==> config.mk <==
export PLATFORM = sky130hd
export DESIGN_NAME = ualink_pkt_gen
export DESIGN_NICKNAME = d
export VERILOG_FILES = /design/src/rtl/ualink_pkg.sv /design/src/rtl/ualink_lfsr16.sv /design/src/rtl/ualink_pkt_gen.sv
export SDC_FILE = /design/constraint.sdc
export NUM_CORES = 1
export LEC_CHECK = 0
export ABC_AREA = 1
export ABC_CLOCK_PERIOD_IN_PS = 15150
export CAP_MARGIN = 0
export CORE_AREA = 2 2 420 422
export CTS_BUF_LIST = sky130_fd_sc_hd__clkbuf_16
export CTS_CLUSTER_DIAMETER = 150
export DETAILED_ROUTE_END_ITERATION = 7
export DIE_AREA = 0 0 422 424
export GPL_TIMING_DRIVEN = 0
export PLACE_DENSITY = 0.3
export SLEW_MARGIN = 10
export SYNTH_ARGS = -nofsm -noshare
export SYNTH_HDL_FRONTEND = slang
export SYNTH_SLANG_ARGS = --single-unit
==> constraint.sdc <==
create_clock -name axi_aclk -period 15.15 [get_ports axi_aclk]
set_clock_uncertainty 0.05 [all_clocks]
set_input_delay 3.03 -clock axi_aclk [delete_from_list [all_inputs] [get_ports axi_aclk]]
set_output_delay 3.03 -clock axi_aclk [all_outputs]
set_load 0.01 [all_outputs]
==> src/rtl/ualink_pkg.sv <==
// Shared definitions for the UALink packet generator: frame header words,
// controller states and the 16-bit LFSR step used for port/opcode selection.
package ualink_pkg;

  localparam logic [63:0] HDR0_WR = 64'hEFBEFECAFECAFECA;
  localparam logic [63:0] HDR0_RD = 64'hEFBEFECAFECAFFCA;
  localparam logic [63:0] HDR1_WR = 64'h00000008EFBEEFBE;
  localparam logic [63:0] HDR1_RD = 64'h00000008EFBEEEBE;

  // Fibonacci taps 16,14,13,11 expressed as a mask over bits [15:0].
  localparam logic [15:0] LFSR_TAPS = 16'hB400;

  typedef enum logic [2:0] {
    IDLE,
    HDR0,
    HDR1,
    PAYLOAD,
    GAP,
    NEXT
  } state_e;

  function automatic logic [15:0] lfsr_step(input logic [15:0] s);
    return {s[14:0], ^(s & LFSR_TAPS)};
  endfunction

endpackage

==> src/rtl/ualink_lfsr16.sv <==
// 16-bit Fibonacci LFSR with seed load and step enable; o_next is the value
// the register takes on a load or step, so callers can act on it in the same cycle.
module ualink_lfsr16
  import ualink_pkg::*;
#(
  parameter logic [15:0] LFSR_RESET = 16'hACE1
) (
  input  logic        clk,
  input  logic        rst_n,
  input  logic        i_load,
  input  logic [15:0] i_seed,
  input  logic        i_step,
  output logic [15:0] o_next
);

  logic [15:0] r_lfsr;

  // A load is always followed by one step, hence the seed also passes through lfsr_step.
  assign o_next = lfsr_step(i_load ? i_seed : r_lfsr);

  // NOTE: sequential state uses non-blocking assignments so every flop samples pre-edge values.
  always_ff @(posedge clk or negedge rst_n) begin
    if (!rst_n) begin
      r_lfsr <= LFSR_RESET;
    end else if (i_load || i_step) begin
      r_lfsr <= o_next;
    end
  end

endmodule

==> src/rtl/ualink_pkt_gen.sv <==
// AXI-Stream UALink frame generator driving NUM_PORTS streams, one LFSR-chosen port per packet.
// Define UALINK_PKTGEN_READ_EN to let lfsr[15] select read headers; otherwise all packets are writes.
module ualink_pkt_gen
  import ualink_pkg::*;
#(
  parameter int          NUM_PORTS   = 5,
  parameter int          DATA_WIDTH  = 64,
  parameter int          TUSER_WIDTH = 128,
  parameter logic [15:0] LFSR_RESET  = 16'hACE1
) (
  input  logic                              axi_aclk,
  input  logic                              axi_resetn,
  input  logic                              start,
  input  logic [7:0]                        cfg_payload_len,
  input  logic [7:0]                        cfg_gap,
  input  logic [15:0]                       cfg_seed,
  output logic [NUM_PORTS*DATA_WIDTH-1:0]   m_axis_tdata,
  output logic [NUM_PORTS*DATA_WIDTH/8-1:0] m_axis_tstrb,
  output logic [NUM_PORTS*TUSER_WIDTH-1:0]  m_axis_tuser,
  output logic [NUM_PORTS-1:0]              m_axis_tvalid,
  input  logic [NUM_PORTS-1:0]              m_axis_tready,
  output logic [NUM_PORTS-1:0]              m_axis_tlast,
  output logic                              busy,
  output logic [31:0]                       pkt_count
);

  localparam int SW = DATA_WIDTH / 8;

  state_e      r_state, w_state_nxt;
  logic [7:0]  r_len, w_len_nxt, r_gap, w_gap_nxt;
  logic [7:0]  r_gap_cnt, w_gap_cnt_nxt, r_cnt, w_cnt_nxt;
  logic [2:0]  r_port, w_port_nxt, w_pick_port;
  logic        r_read, w_read_nxt, w_pick_read;
  logic [31:0] r_pkt_count, w_pkt_count_nxt;
  logic        w_load, w_step, w_latch, w_beat;
  logic [15:0] w_seed, w_lfsr_next;
  logic        w_unused_lfsr;

  logic [NUM_PORTS*DATA_WIDTH-1:0]   r_tdata, w_tdata_nxt;
  logic [NUM_PORTS*SW-1:0]           r_tstrb, w_tstrb_nxt;
  logic [NUM_PORTS*TUSER_WIDTH-1:0]  r_tuser, w_tuser_nxt;
  logic [NUM_PORTS-1:0]              r_tvalid, w_tvalid_nxt, r_tlast, w_tlast_nxt;
  logic                              r_busy;
  logic [DATA_WIDTH-1:0]             w_word;

  ualink_lfsr16 #(.LFSR_RESET(LFSR_RESET)) u_lfsr (
    .clk    (axi_aclk),
    .rst_n  (axi_resetn),
    .i_load (w_load),
    .i_seed (w_seed),
    .i_step (w_step),
    .o_next (w_lfsr_next)
  );

  assign w_seed        = (cfg_seed == 16'h0000) ? LFSR_RESET : cfg_seed;
  assign w_pick_port   = 3'(w_lfsr_next[7:0] % 8'(NUM_PORTS));
  assign w_unused_lfsr = ^w_lfsr_next[15:8];
`ifdef UALINK_PKTGEN_READ_EN
  assign w_pick_read   = w_lfsr_next[15];
`else
  assign w_pick_read   = 1'b0;
`endif

  // Only the active port can be valid, so any valid&ready bit is the beat.
  assign w_beat = |(r_tvalid & m_axis_tready);

  // NOTE: every combinational output gets a default first so no path infers a latch.
  always_comb begin
    w_state_nxt     = r_state;
    w_len_nxt       = r_len;
    w_gap_nxt       = r_gap;
    w_gap_cnt_nxt   = r_gap_cnt;
    w_cnt_nxt       = r_cnt;
    w_port_nxt      = r_port;
    w_read_nxt      = r_read;
    w_pkt_count_nxt = r_pkt_count;
    w_load          = 1'b0;
    w_step          = 1'b0;
    w_latch         = 1'b0;
    case (r_state)
      IDLE: if (start) begin
        w_load      = 1'b1;
        w_latch     = 1'b1;
        w_state_nxt = HDR0;
      end
      HDR0: if (w_beat) w_state_nxt = HDR1;
      HDR1: if (w_beat) begin
        w_state_nxt = PAYLOAD;
        w_cnt_nxt   = 8'd0;
      end
      PAYLOAD: if (w_beat) begin
        if (r_cnt == r_len) begin
          w_pkt_count_nxt = r_pkt_count + 32'd1;
          w_gap_cnt_nxt   = r_gap;
          w_state_nxt     = (r_gap == 8'd0) ? NEXT : GAP;
        end else begin
          w_cnt_nxt = r_cnt + 8'd1;
        end
      end
      GAP: begin
        if (r_gap_cnt == 8'd1) w_state_nxt = NEXT;
        else                   w_gap_cnt_nxt = r_gap_cnt - 8'd1;
      end
      NEXT: begin
        if (start) begin
          w_step      = 1'b1;
          w_latch     = 1'b1;
          w_state_nxt = HDR0;
        end else begin
          w_state_nxt = IDLE;
        end
      end
      default: w_state_nxt = IDLE;
    endcase
    if (w_latch) begin
      w_len_nxt  = cfg_payload_len;
      w_gap_nxt  = cfg_gap;
      w_port_nxt = w_pick_port;
      w_read_nxt = w_pick_read;
    end
  end

  // Output vectors are computed from the next state and registered, so ports never see input glitches.
  always_comb begin
    w_tvalid_nxt = '0;
    w_tlast_nxt  = '0;
    w_tdata_nxt  = '0;
    w_tstrb_nxt  = '0;
    w_tuser_nxt  = '0;
    case (w_state_nxt)
      HDR0:    w_word = DATA_WIDTH'(w_read_nxt ? HDR0_RD : HDR0_WR);
      HDR1:    w_word = DATA_WIDTH'(w_read_nxt ? HDR1_RD : HDR1_WR);
      PAYLOAD: w_word = {SW{w_cnt_nxt}};
      default: w_word = '0;
    endcase
    if (w_state_nxt inside {HDR0, HDR1, PAYLOAD}) begin
      w_tvalid_nxt[w_port_nxt] = 1'b1;
      w_tlast_nxt[w_port_nxt]  = (w_state_nxt == PAYLOAD) && (w_cnt_nxt == w_len_nxt);
      w_tdata_nxt[w_port_nxt*DATA_WIDTH +: DATA_WIDTH]   = w_word;
      w_tstrb_nxt[w_port_nxt*SW +: SW]                   = '1;
      w_tuser_nxt[w_port_nxt*TUSER_WIDTH +: TUSER_WIDTH] = TUSER_WIDTH'({5'b00000, w_port_nxt});
    end
  end

  always_ff @(posedge axi_aclk or negedge axi_resetn) begin
    if (!axi_resetn) begin
      r_state     <= IDLE;
      r_len       <= '0;
      r_gap       <= '0;
      r_gap_cnt   <= '0;
      r_cnt       <= '0;
      r_port      <= '0;
      r_read      <= 1'b0;
      r_pkt_count <= '0;
      r_tvalid    <= '0;
      r_tlast     <= '0;
      r_tdata     <= '0;
      r_tstrb     <= '0;
      r_tuser     <= '0;
      r_busy      <= 1'b0;
    end else begin
      r_state     <= w_state_nxt;
      r_len       <= w_len_nxt;
      r_gap       <= w_gap_nxt;
      r_gap_cnt   <= w_gap_cnt_nxt;
      r_cnt       <= w_cnt_nxt;
      r_port      <= w_port_nxt;
      r_read      <= w_read_nxt;
      r_pkt_count <= w_pkt_count_nxt;
      r_tvalid    <= w_tvalid_nxt;
      r_tlast     <= w_tlast_nxt;
      r_tdata     <= w_tdata_nxt;
      r_tstrb     <= w_tstrb_nxt;
      r_tuser     <= w_tuser_nxt;
      r_busy      <= (w_state_nxt != IDLE);
    end
  end

  assign m_axis_tvalid = r_tvalid;
  assign m_axis_tlast  = r_tlast;
  assign m_axis_tdata  = r_tdata;
  assign m_axis_tstrb  = r_tstrb;
  assign m_axis_tuser  = r_tuser;
  assign busy          = r_busy;
  assign pkt_count     = r_pkt_count;

endmodule
==> impl_metrics.toml, run 1 <==
[status]
status = "finished, final reports clean"

[sta]
fin_crit_sh_pct = 62.1
period_needed_ns = 9.40
finalMaxSlewViolations = 0
timing.final.ws_setup_ns = 5.75
fmax_mhz = 106
finalHoldViolations = 0
worst_pin_slew_ns = 0.807
rsz0062_at_grt = "false"
maxSlewHeadroom_pct = 46.2
setup_viol = 0

[global_routing]
overflow = 0
antenna_found_initial = 6
grt_max_degree = 89
grtUsageTotal_pct = 7.69
grt_first_pass_wirelength_mm = 98.8
grt_pass1_vias = 12995

[clock_network]
clock-root-buffer = "clkbuf_16"
cts_tree = "built"
clock_sinks = 236
cts.path.max_buffers = 3
cts_buffers = 34
postCtsSetupBuffers = 0
cts_hold_buf = 0
path_clk_slew_ns = 0.06
cts_resized = 0
htree_num_levels = 2
clkLatencyLatePin_ns = 0.58

[place]
post-place-ws_ns = 4.84
post-dp-hpwl_mm = 61.9
numPortBuffers = 457
place_congestion = 0.721

[die]
design.die.area_sq_um = 179000
die_w_um = 422
rows = 154
core_region_area_sq_um = 175000
die_y_um = 424
ioPinCount = 1083
initial_utilization_pct = 9.56

[final_layout]
regArea_sq_um = 5920
post-route-util_pct = 15.8
nets = 3157
areaGrowthSynthToFinish_pct = 65.6
multi_input_area_sq_um = 6060
drive_gt1_share_pct = 31.7
nFillCells = 20172

[setup_path]
timing.rr.end = "m_axis_tdata[61]"
crit_top_cell = "inv_1"
cp_slowest_cell = "xnor2_1"
cp.required_ns = 15.54
r2r_slack_ns = 8.27
arrival_ns = 9.79
r2r_cells = 30
end_kind = "flip-flop"
r2r_start = "r_state[0]"
worst-path-max-fanout = 10
cp-start-kind = "primary input"
path_class = "primary input to flip-flop"
slowest_delay_ns = 0.58

[pwr]
pwr-share-seq_pct = 19.8
p_leak_nw = 14.2
cellPowerDensity_nw_per_um2 = 152
swShare_pct = 51.2
clkPwrFrac_pct = 18.2
p_int_mw = 2.05
p_switching_mw = 2.16
power_frac_comb_pct = 62.0
fin_total_pwr_mw = 4.21
peakVddDrop_mv = 0.131

[route]
via_per_inst = 2.46
wl_per_cell_um = 13.2
drt_iter0_drc = 371
drt_wl_total_mm = 72.2
ant_nets = 0
first_pass_iters = 4
vias = 13471
drc = 0

[hold_path]
min-delay-start = "pkt_count[31]"
min_path_cells = 1
min_to = "pkt_count[31]"
hold_path_class = "flip-flop to flip-flop"

[synth]
synth_edf_count = 0
netlist-cell-type-count = 51
netlist_area_sq_um = 16700
ys.flop_type = "dfrtp_1"
synth_seq_cells = 236
synthCells = 1980
ys_warn_count = 0
syn_area_per_cell_sq_um = 8.45
ys_seq_area_share_pct = 35.4
synth-async-reset-ratio_pct = 100

[run]
maxCapViolCount = 0
-- power groups by stage --
stage          registers, mW  clock network, mW  logic [mW]
3_5_place_dp           0.851                  0        2.70
2_1_floorplan          0.837                  0        1.63
5_1_grt                0.853              0.835        2.92
6_report               0.836              0.766        2.61
4_1_cts                0.842              0.808        2.70
3_3_place_gp           0.852                  0        2.70
-- cell usage after synthesis, types with 2 or more instances --
cell type / n / area share (%)
a31oi_1: 2 / 0.075
nand2_1: 216 / 4.8
a21oi_1: 26 / 0.78
buf_6: 5 / 0.34
o21ai_0: 49 / 1.5
nor4_1: 5 / 0.19
mux2i_1: 2 / 0.12
nor3_2: 4 / 0.24
dfstp_2: 8 / 1.3
o311ai_0: 2 / 0.10
nand3b_1: 2 / 0.090
inv_1: 122 / 2.7
o211ai_1: 4 / 0.18
nand2_4: 2 / 0.13
nor2_1: 191 / 4.3
clkinv_1: 2 / 0.045
a2bb2oi_1: 2 / 0.10
nor3_1: 31 / 0.93
inv_2: 6 / 0.13
nand3_4: 3 / 0.31
nor2_4: 2 / 0.13
buf_4: 862 / 39
nand3_1: 43 / 1.3
o22ai_1: 3 / 0.11
xor2_1: 28 / 1.5
nand3_2: 5 / 0.30
nand4_2: 4 / 0.30
or2_2: 11 / 0.41
nand4_1: 23 / 0.86
o21ai_1: 8 / 0.24
a21oi_4: 2 / 0.19
clkbuf_1: 12 / 0.27
xnor2_1: 13 / 0.68
ha_1: 13 / 0.97
nor2_2: 4 / 0.15
buf_2: 10 / 0.30
dfrtp_1: 228 / 34
nand2_2: 11 / 0.41
a221oi_1: 2 / 0.10
-- final cells by class --
class	count	area share, %
Sequential cell	236	21.4
Antenna cell	1	0.00903
Buffer	890	23.9
Multi-Input combinational cell	1353	21.9
Inverter	130	1.76
Clock inverter	28	0.696
Timing Repair Buffer	459	16.7
Clock buffer	34	3.07
Tap cell	2340	10.6
-- state kept, by name (all words and copies together) (netlist names) --
name           count
m_axis_tdata     120
pkt_count         32
u_lfsr.r_lfsr     16
m_axis_tuser      15
r_cnt              8
r_gap              8
r_gap_cnt          8
r_len              8
m_axis_tlast       5
m_axis_tvalid      5
m_axis_tstrb       3
r_port             3
r_state            3
busy               1
r_read             1
-- worst max-delay path by stage --
stage / startpoint / endpoint / slack [ns]
6_report: start / m_axis_tdata[61] / 5.75
5_1_grt: cfg_seed[11] / m_axis_tdata[61] / 4.92
4_1_cts: start / m_axis_tdata[61] / 5.41
3_5_place_dp: start / m_axis_tdata[61] / 4.84
3_3_place_gp: axi_resetn / pkt_count[9] / -0.99
2_1_floorplan: cfg_seed[8] / m_axis_tdata[59] / 7.34
-- logic make-up after synthesis --
| group | after synthesis | synth area share (%) |
|---|---|---|
| buffers and inverters | 1020 | 42.5 |
| AND/OR/NAND/NOR | 559 | 15.0 |
| flip-flops | 236 | 35.4 |
| AO/OA/AOI/OAI | 108 | 3.78 |
| XOR/XNOR | 41 | 2.15 |
| adder cells (fa/ha/maj) | 13 | 0.973 |
| multiplexers | 2 | 0.120 |
| other | 1 | 0.0224 |
-- critical path, delay by kind of cell --
kind	cells	cell delay, ns
adder cells (fa/ha/maj)	2	0.51
XOR/XNOR	3	0.90
buffers and inverters	11	2.22
AO/OA/AOI/OAI	1	0.29
AND/OR/NAND/NOR	15	2.82
-- per-layer routing --
layer  up-vias  GRT usage (%)  share of wire (%)
met1      5960           7.89                 35
li1       6898              -                  -
met5         -              0                  0
met4         0           1.85                1.9
met2       548           15.6                 57
met3        65           1.54                5.7
-- cells in the final DEF (no fill, tap or decap), types with 4 or more instances in the layout --
cell type and count:
a21oi_1 26, buf_2 10, buf_4 862, buf_6 5
clkbuf_1 12, clkbuf_16 34, clkdlybuf4s50_1 456, clkinv_1 11
conb_1 630, dfrtp_1 228, dfstp_2 8, ha_1 13
inv_1 131, inv_2 6, nand2_1 216, nand2_2 11
nand3_1 43, nand3_2 5, nand4_1 23, nand4_2 4
nor2_1 188, nor2_2 7, nor3_1 31, nor3_2 4
nor4_1 5, o211ai_1 4, o21ai_0 49, o21ai_1 8
or2_2 11, xnor2_1 13, xor2_1 28
-- stage by stage --
stage | area (sq um) | instances | hold WS, ns | TNS [ns]
after global placement | 26600 | 5406 | 0.409 | -201.26
after floorplan | 19100 | 2609 | 0.403 | 0
final | 27700 | 5471 | 0.413 | 0
after detailed placement | 26700 | 5408 | 0.410 | 0
after CTS | 27700 | 5470 | 0.422 | 0
after global routing | 27700 | 5470 | 0.452 | 0
Note: power is estimated with default switching activity, not from simulation.
==> run 2, diff against run 1 <==
ABC_CLOCK_PERIOD_IN_PS = 7800   (was 15150)
PLACE_DENSITY = 0.31   (was 0.3)
clock period = 7.8 ns   (was 15.15 ns; I/O delays follow)
==> impl_metrics.toml, run 2 (synthesis results as in run 1) <==
[final_layout]
stdcell_count = 5468
areaGrowthSynthToFinish_pct = 66.2
post-route-util_pct = 15.9
largest_reg_flops = 120
nFillCells = 20103
drive_gt1_share_pct = 32.3
fin_area_sq_um = 27800
multi_input_area_sq_um = 6140
num_antenna_cells = 0
layout_common_cells = "864 x buf_4, 630 x conb_1, 456 x clkdlybuf4s50_1"
nets = 3157
final_common_cell = "buf_4"
regArea_sq_um = 5920

[setup_path]
arrival_ns = 7.66
cp_slowest_cell = "clkdlybuf4s50_1"
end_kind = "flip-flop"
cp.required_ns = 8.20
worst-path-max-fanout = 12
r2r_cells = 40
cp-start-kind = "primary input"
path_class = "primary input to flip-flop"
crit_top_cell = "nand2_1"
slowest_delay_ns = 0.58

[sta]
whs_ns = 0.418
worst_pin_slew_ns = 0.935
finalMaxSlewViolations = 0
timing.final.ws_setup_ns = 0.543
setup_viol = 0
rsz0062_at_grt = "false"
finalHoldViolations = 0
fin_crit_sh_pct = 93.0
fmax_mhz = 138
maxSlewHeadroom_pct = 37.7
period_needed_ns = 7.26
finalSetupTns_ns = 0

[route]
vias = 13519
first_pass_iters = 4
wl_per_cell_um = 13.0
ant_nets = 0
drt_iter0_drc = 382
drc = 0
via_per_inst = 2.47
drt_wl_total_mm = 71.4

[place]
post-place-ws_ns = -0.817
postPlaceCellArea_sq_um = 26700
numPortBuffers = 457
dp.cells = 5409
place_congestion = 0.731
post-dp-hpwl_mm = 61.3

[die]
ioPinCount = 1083
initial_utilization_pct = 9.56
die_w_um = 422
core_region_area_sq_um = 175000
rows = 154
design.die.area_sq_um = 179000
die_y_um = 424

[global_routing]
overflow = 0
grt_max_degree = 94
grt_first_pass_wirelength_mm = 96.8
grt_pass1_vias = 13024
grtUsageTotal_pct = 7.55
antenna_found_initial = 8

[clock_network]
clock_sinks = 236
htree_num_levels = 2
postCtsSetupBuffers = 0
cts_tree = "built"
cts.path.max_buffers = 3
clock-root-buffer = "clkbuf_16"
cts_hold_buf = 0
cts_buffers = 34
clkLatencyLatePin_ns = 0.57
path_clk_slew_ns = 0.06

[hold_path]
min_path_cells = 1
hold_path_class = "flip-flop to flip-flop"

[pwr]
cellPowerDensity_nw_per_um2 = 300
peakVddDrop_mv = 0.200
fin_total_pwr_mw = 8.33
p_leak_nw = 14.2

[run]
maxCapViolCount = 0

[status]
status = "finished, final reports clean"
-- run 2: critical path, delay by kind of cell --
| family | cells | cell delay (ns) |
|---|---|---|
| buffers and inverters | 7 | 1.28 |
| adder cells (fa/ha/maj) | 4 | 0.94 |
| AND/OR/NAND/NOR | 30 | 3.70 |
| XOR/XNOR | 1 | 0.17 |
-- run 2: final cells by class --
cell class / count / share of cell area [%]
Buffer: 889 / 23.8
Multi-Input combinational cell: 1353 / 22.1
Sequential cell: 236 / 21.3
Timing Repair Buffer: 460 / 16.7
Tap cell: 2340 / 10.5
Clock buffer: 35 / 3.15
Inverter: 130 / 1.76
Clock inverter: 25 / 0.599
-- run 2: where the power goes --
group	internal, mW	total [mW]	switching (mW)
Combinational	1.76	5.22	3.46
Clock	0.853	1.49	0.636
Sequential	1.45	1.62	0.169
-- run 2: metal layers --
metal	GRT usage, %	wire length (um)	vias up	share of wire (%)
met4	2.30	1850	2	2.6
met3	1.65	3810	81	5.3
met2	15.2	40400	540	57
met1	7.57	25300	6005	35
li1	-	-	6891	-
met5	0	13	-	0.018
-- run 2: final timing paths --
check / end / slack [ns] / start
worst max-delay path: m_axis_tdata[222] / 0.54 / cfg_seed[10]
worst min-delay path: pkt_count[31] / 0.42 / pkt_count[31]
worst max register to register: m_axis_tdata[222] / 1.68 / r_state[0]
worst min register to register: pkt_count[31] / 0.42 / pkt_count[31]
max in group asynchronous: pkt_count[11] / 5.39 / axi_resetn
min in group asynchronous: m_axis_tdata[116] / 0.85 / axi_resetn
-- run 2: what timing repair did --
action | CTS | global route
resized for setup | 2 | 19
gates cloned | 0 | 0
endpoints found under the setup margin | 13 | 83
==> run 3, diff against run 2 <==
ABC_CLOCK_PERIOD_IN_PS = 8600   (was 7800)
CORE_AREA = 5 5 423 425   (was 2 2 420 422)
DIE_AREA = 0 0 428 430   (was 0 0 422 424)
PLACE_DENSITY = 0.3   (was 0.31)
clock period = 8.6 ns   (was 7.8 ns; I/O delays follow)
==> impl_metrics.toml, run 3 (synthesis results as in run 1) <==
[place]
place_congestion = 0.730
post-dp-hpwl_mm = 64.6
post-place-ws_ns = -0.267
numPortBuffers = 457
postPlaceCellArea_sq_um = 26700

[clock_network]
htree_num_levels = 1
clock-root-buffer = "clkbuf_16"
cts_buffers = 31
cts.path.max_buffers = 3
clock_sinks = 236
path_clk_slew_ns = 0.07
postCtsSetupBuffers = 0
cts_tree = "built"
clkLatencyLatePin_ns = 0.61

[pwr]
fin_total_pwr_mw = 7.30
cellPowerDensity_nw_per_um2 = 264
peakVddDrop_mv = 0.192
p_leak_nw = 14.2

[die]
ioPinCount = 1083
initial_utilization_pct = 9.56
die_w_um = 428
core_region_area_sq_um = 175000
design.die.area_sq_um = 184000
die_y_um = 430
rows = 154

[route]
drt_wl_total_mm = 74.4
wl_per_cell_um = 13.6
ant_nets = 0
first_pass_iters = 4
via_per_inst = 2.46
vias = 13442
drt_iter0_drc = 298
drc = 0

[sta]
rsz0062_at_grt = "false"
whs_ns = 0.415
finalMaxSlewViolations = 0
maxSlewHeadroom_pct = 45.0
period_needed_ns = 7.85
fmax_mhz = 127
setup_viol = 0
fin_crit_sh_pct = 91.3
finalHoldViolations = 0
worst_pin_slew_ns = 0.825
timing.final.ws_setup_ns = 0.752

[hold_path]
min-delay-start = "pkt_count[31]"
min_path_cells = 1
hold_path_class = "flip-flop to flip-flop"

[global_routing]
use_met2_pct = 15.6
gr-max-usage-layer = "met2"
grt_first_pass_wirelength_mm = 103
grt_pass1_vias = 13618
grt_max_degree = 93
overflow = 0
antenna_found_initial = 8
grtUsageTotal_pct = 7.65
grtUsageMet3_pct = 1.74
gr-usage-met1_pct = 7.76

[setup_path]
crit_top_cell = "nand2_1"
crit_family = "simple AND/OR/NAND/NOR gates"
worstSetupStartpoint = "cfg_seed[15]"
cp.required_ns = 9.04
worst-path-max-fanout = 10
cp_slowest_cell = "clkdlybuf4s50_1"
end_kind = "flip-flop"
cp-start-kind = "primary input"
cp_num_cells = 43
r2r_start = "r_state[0]"
r2r_cells = 28
arrival_ns = 8.29
path_class = "primary input to flip-flop"
path_buf_inv = 8
slowest_delay_ns = 0.58

[run]
maxCapViolCount = 0

[final_layout]
areaGrowthSynthToFinish_pct = 65.1
fin_area_sq_um = 27600
nFillCells = 20175
regArea_sq_um = 5920
nets = 3156
final_common_cell = "buf_4"
drive_gt1_share_pct = 31.8
largest_reg_flops = 120
layout_common_cells = "862 x buf_4, 630 x conb_1, 456 x clkdlybuf4s50_1"
multi_input_area_sq_um = 6080

[status]
status = "finished, final reports clean"
## run 3: cell types whose count changed in the layout (fill, tap and decap cells not counted), moves of 2 or more
cell       delta
clkinv_2      +2
buf_4         -2
nand3_4       -2
nor2_2        -3
nor2_4        -2
nand3_2       +2
buf_2         +2
clkbuf_16     -4
nor2_1        +5
diode_2       +2
inv_1         +7
inv_6         -4
## run 3: final timing paths
check	to	slack (ns)
max in group asynchronous	pkt_count[15]	6.09
setup reg to reg	m_axis_tdata[35]	2.07
setup / recovery	m_axis_tdata[35]	0.75
hold / removal	pkt_count[31]	0.41
hold reg to reg	pkt_count[31]	0.41
min in group asynchronous	m_axis_tdata[84]	0.98
## run 3: what timing repair did
action,4_1_cts,5_1_grt
hold buffers,0,0
setup endpoints to repair,0,2
resized for setup,0,2
## run 3: cell type report
| type | instances | share of cell area [%] |
|---|---|---|
| Buffer | 890 | 24.0 |
| Sequential cell | 236 | 21.4 |
| Multi-Input combinational cell | 1353 | 22.0 |
| Clock buffer | 31 | 2.81 |
| Tap cell | 2340 | 10.6 |
| Clock inverter | 27 | 0.498 |
| Antenna cell | 2 | 0.0181 |
| Inverter | 130 | 1.77 |
| Timing Repair Buffer | 461 | 16.9 |
## run 3: report_power, final
part,total (mW),internal [mW],switching (mW)
registers,1.47,1.32,0.151
logic,4.64,1.56,3.08
clock network,1.20,0.652,0.546
## run 3: stage by stage
step,TNS [ns],std cells,util (%)
after CTS,0,5468,15.8
after global routing,0,5469,15.8
after detailed placement,-0.410,5410,15.2
after floorplan,0,2609,-
after global placement,-1433.72,5406,15.2
final,0,5470,15.8
## run 3: worst reg2reg max path: cells and delay by family (launching register included)
family | cells | cell delay (ns)
xor gates and xnor gates | 1 | 0.24
adders and majority gates | 2 | 0.51
DFF | 1 | 0.47
and+or+nand+nor | 15 | 2.79
AOI/OAI and AO/OA | 1 | 0.55
buffers and inverters | 9 | 1.80
## run 3: per-layer routing
metal	vias to the layer above	wire [um]
met5	-	0
met4	0	1410
met3	68	3970
met2	531	42900
met1	5928	26100
li1	6915	-
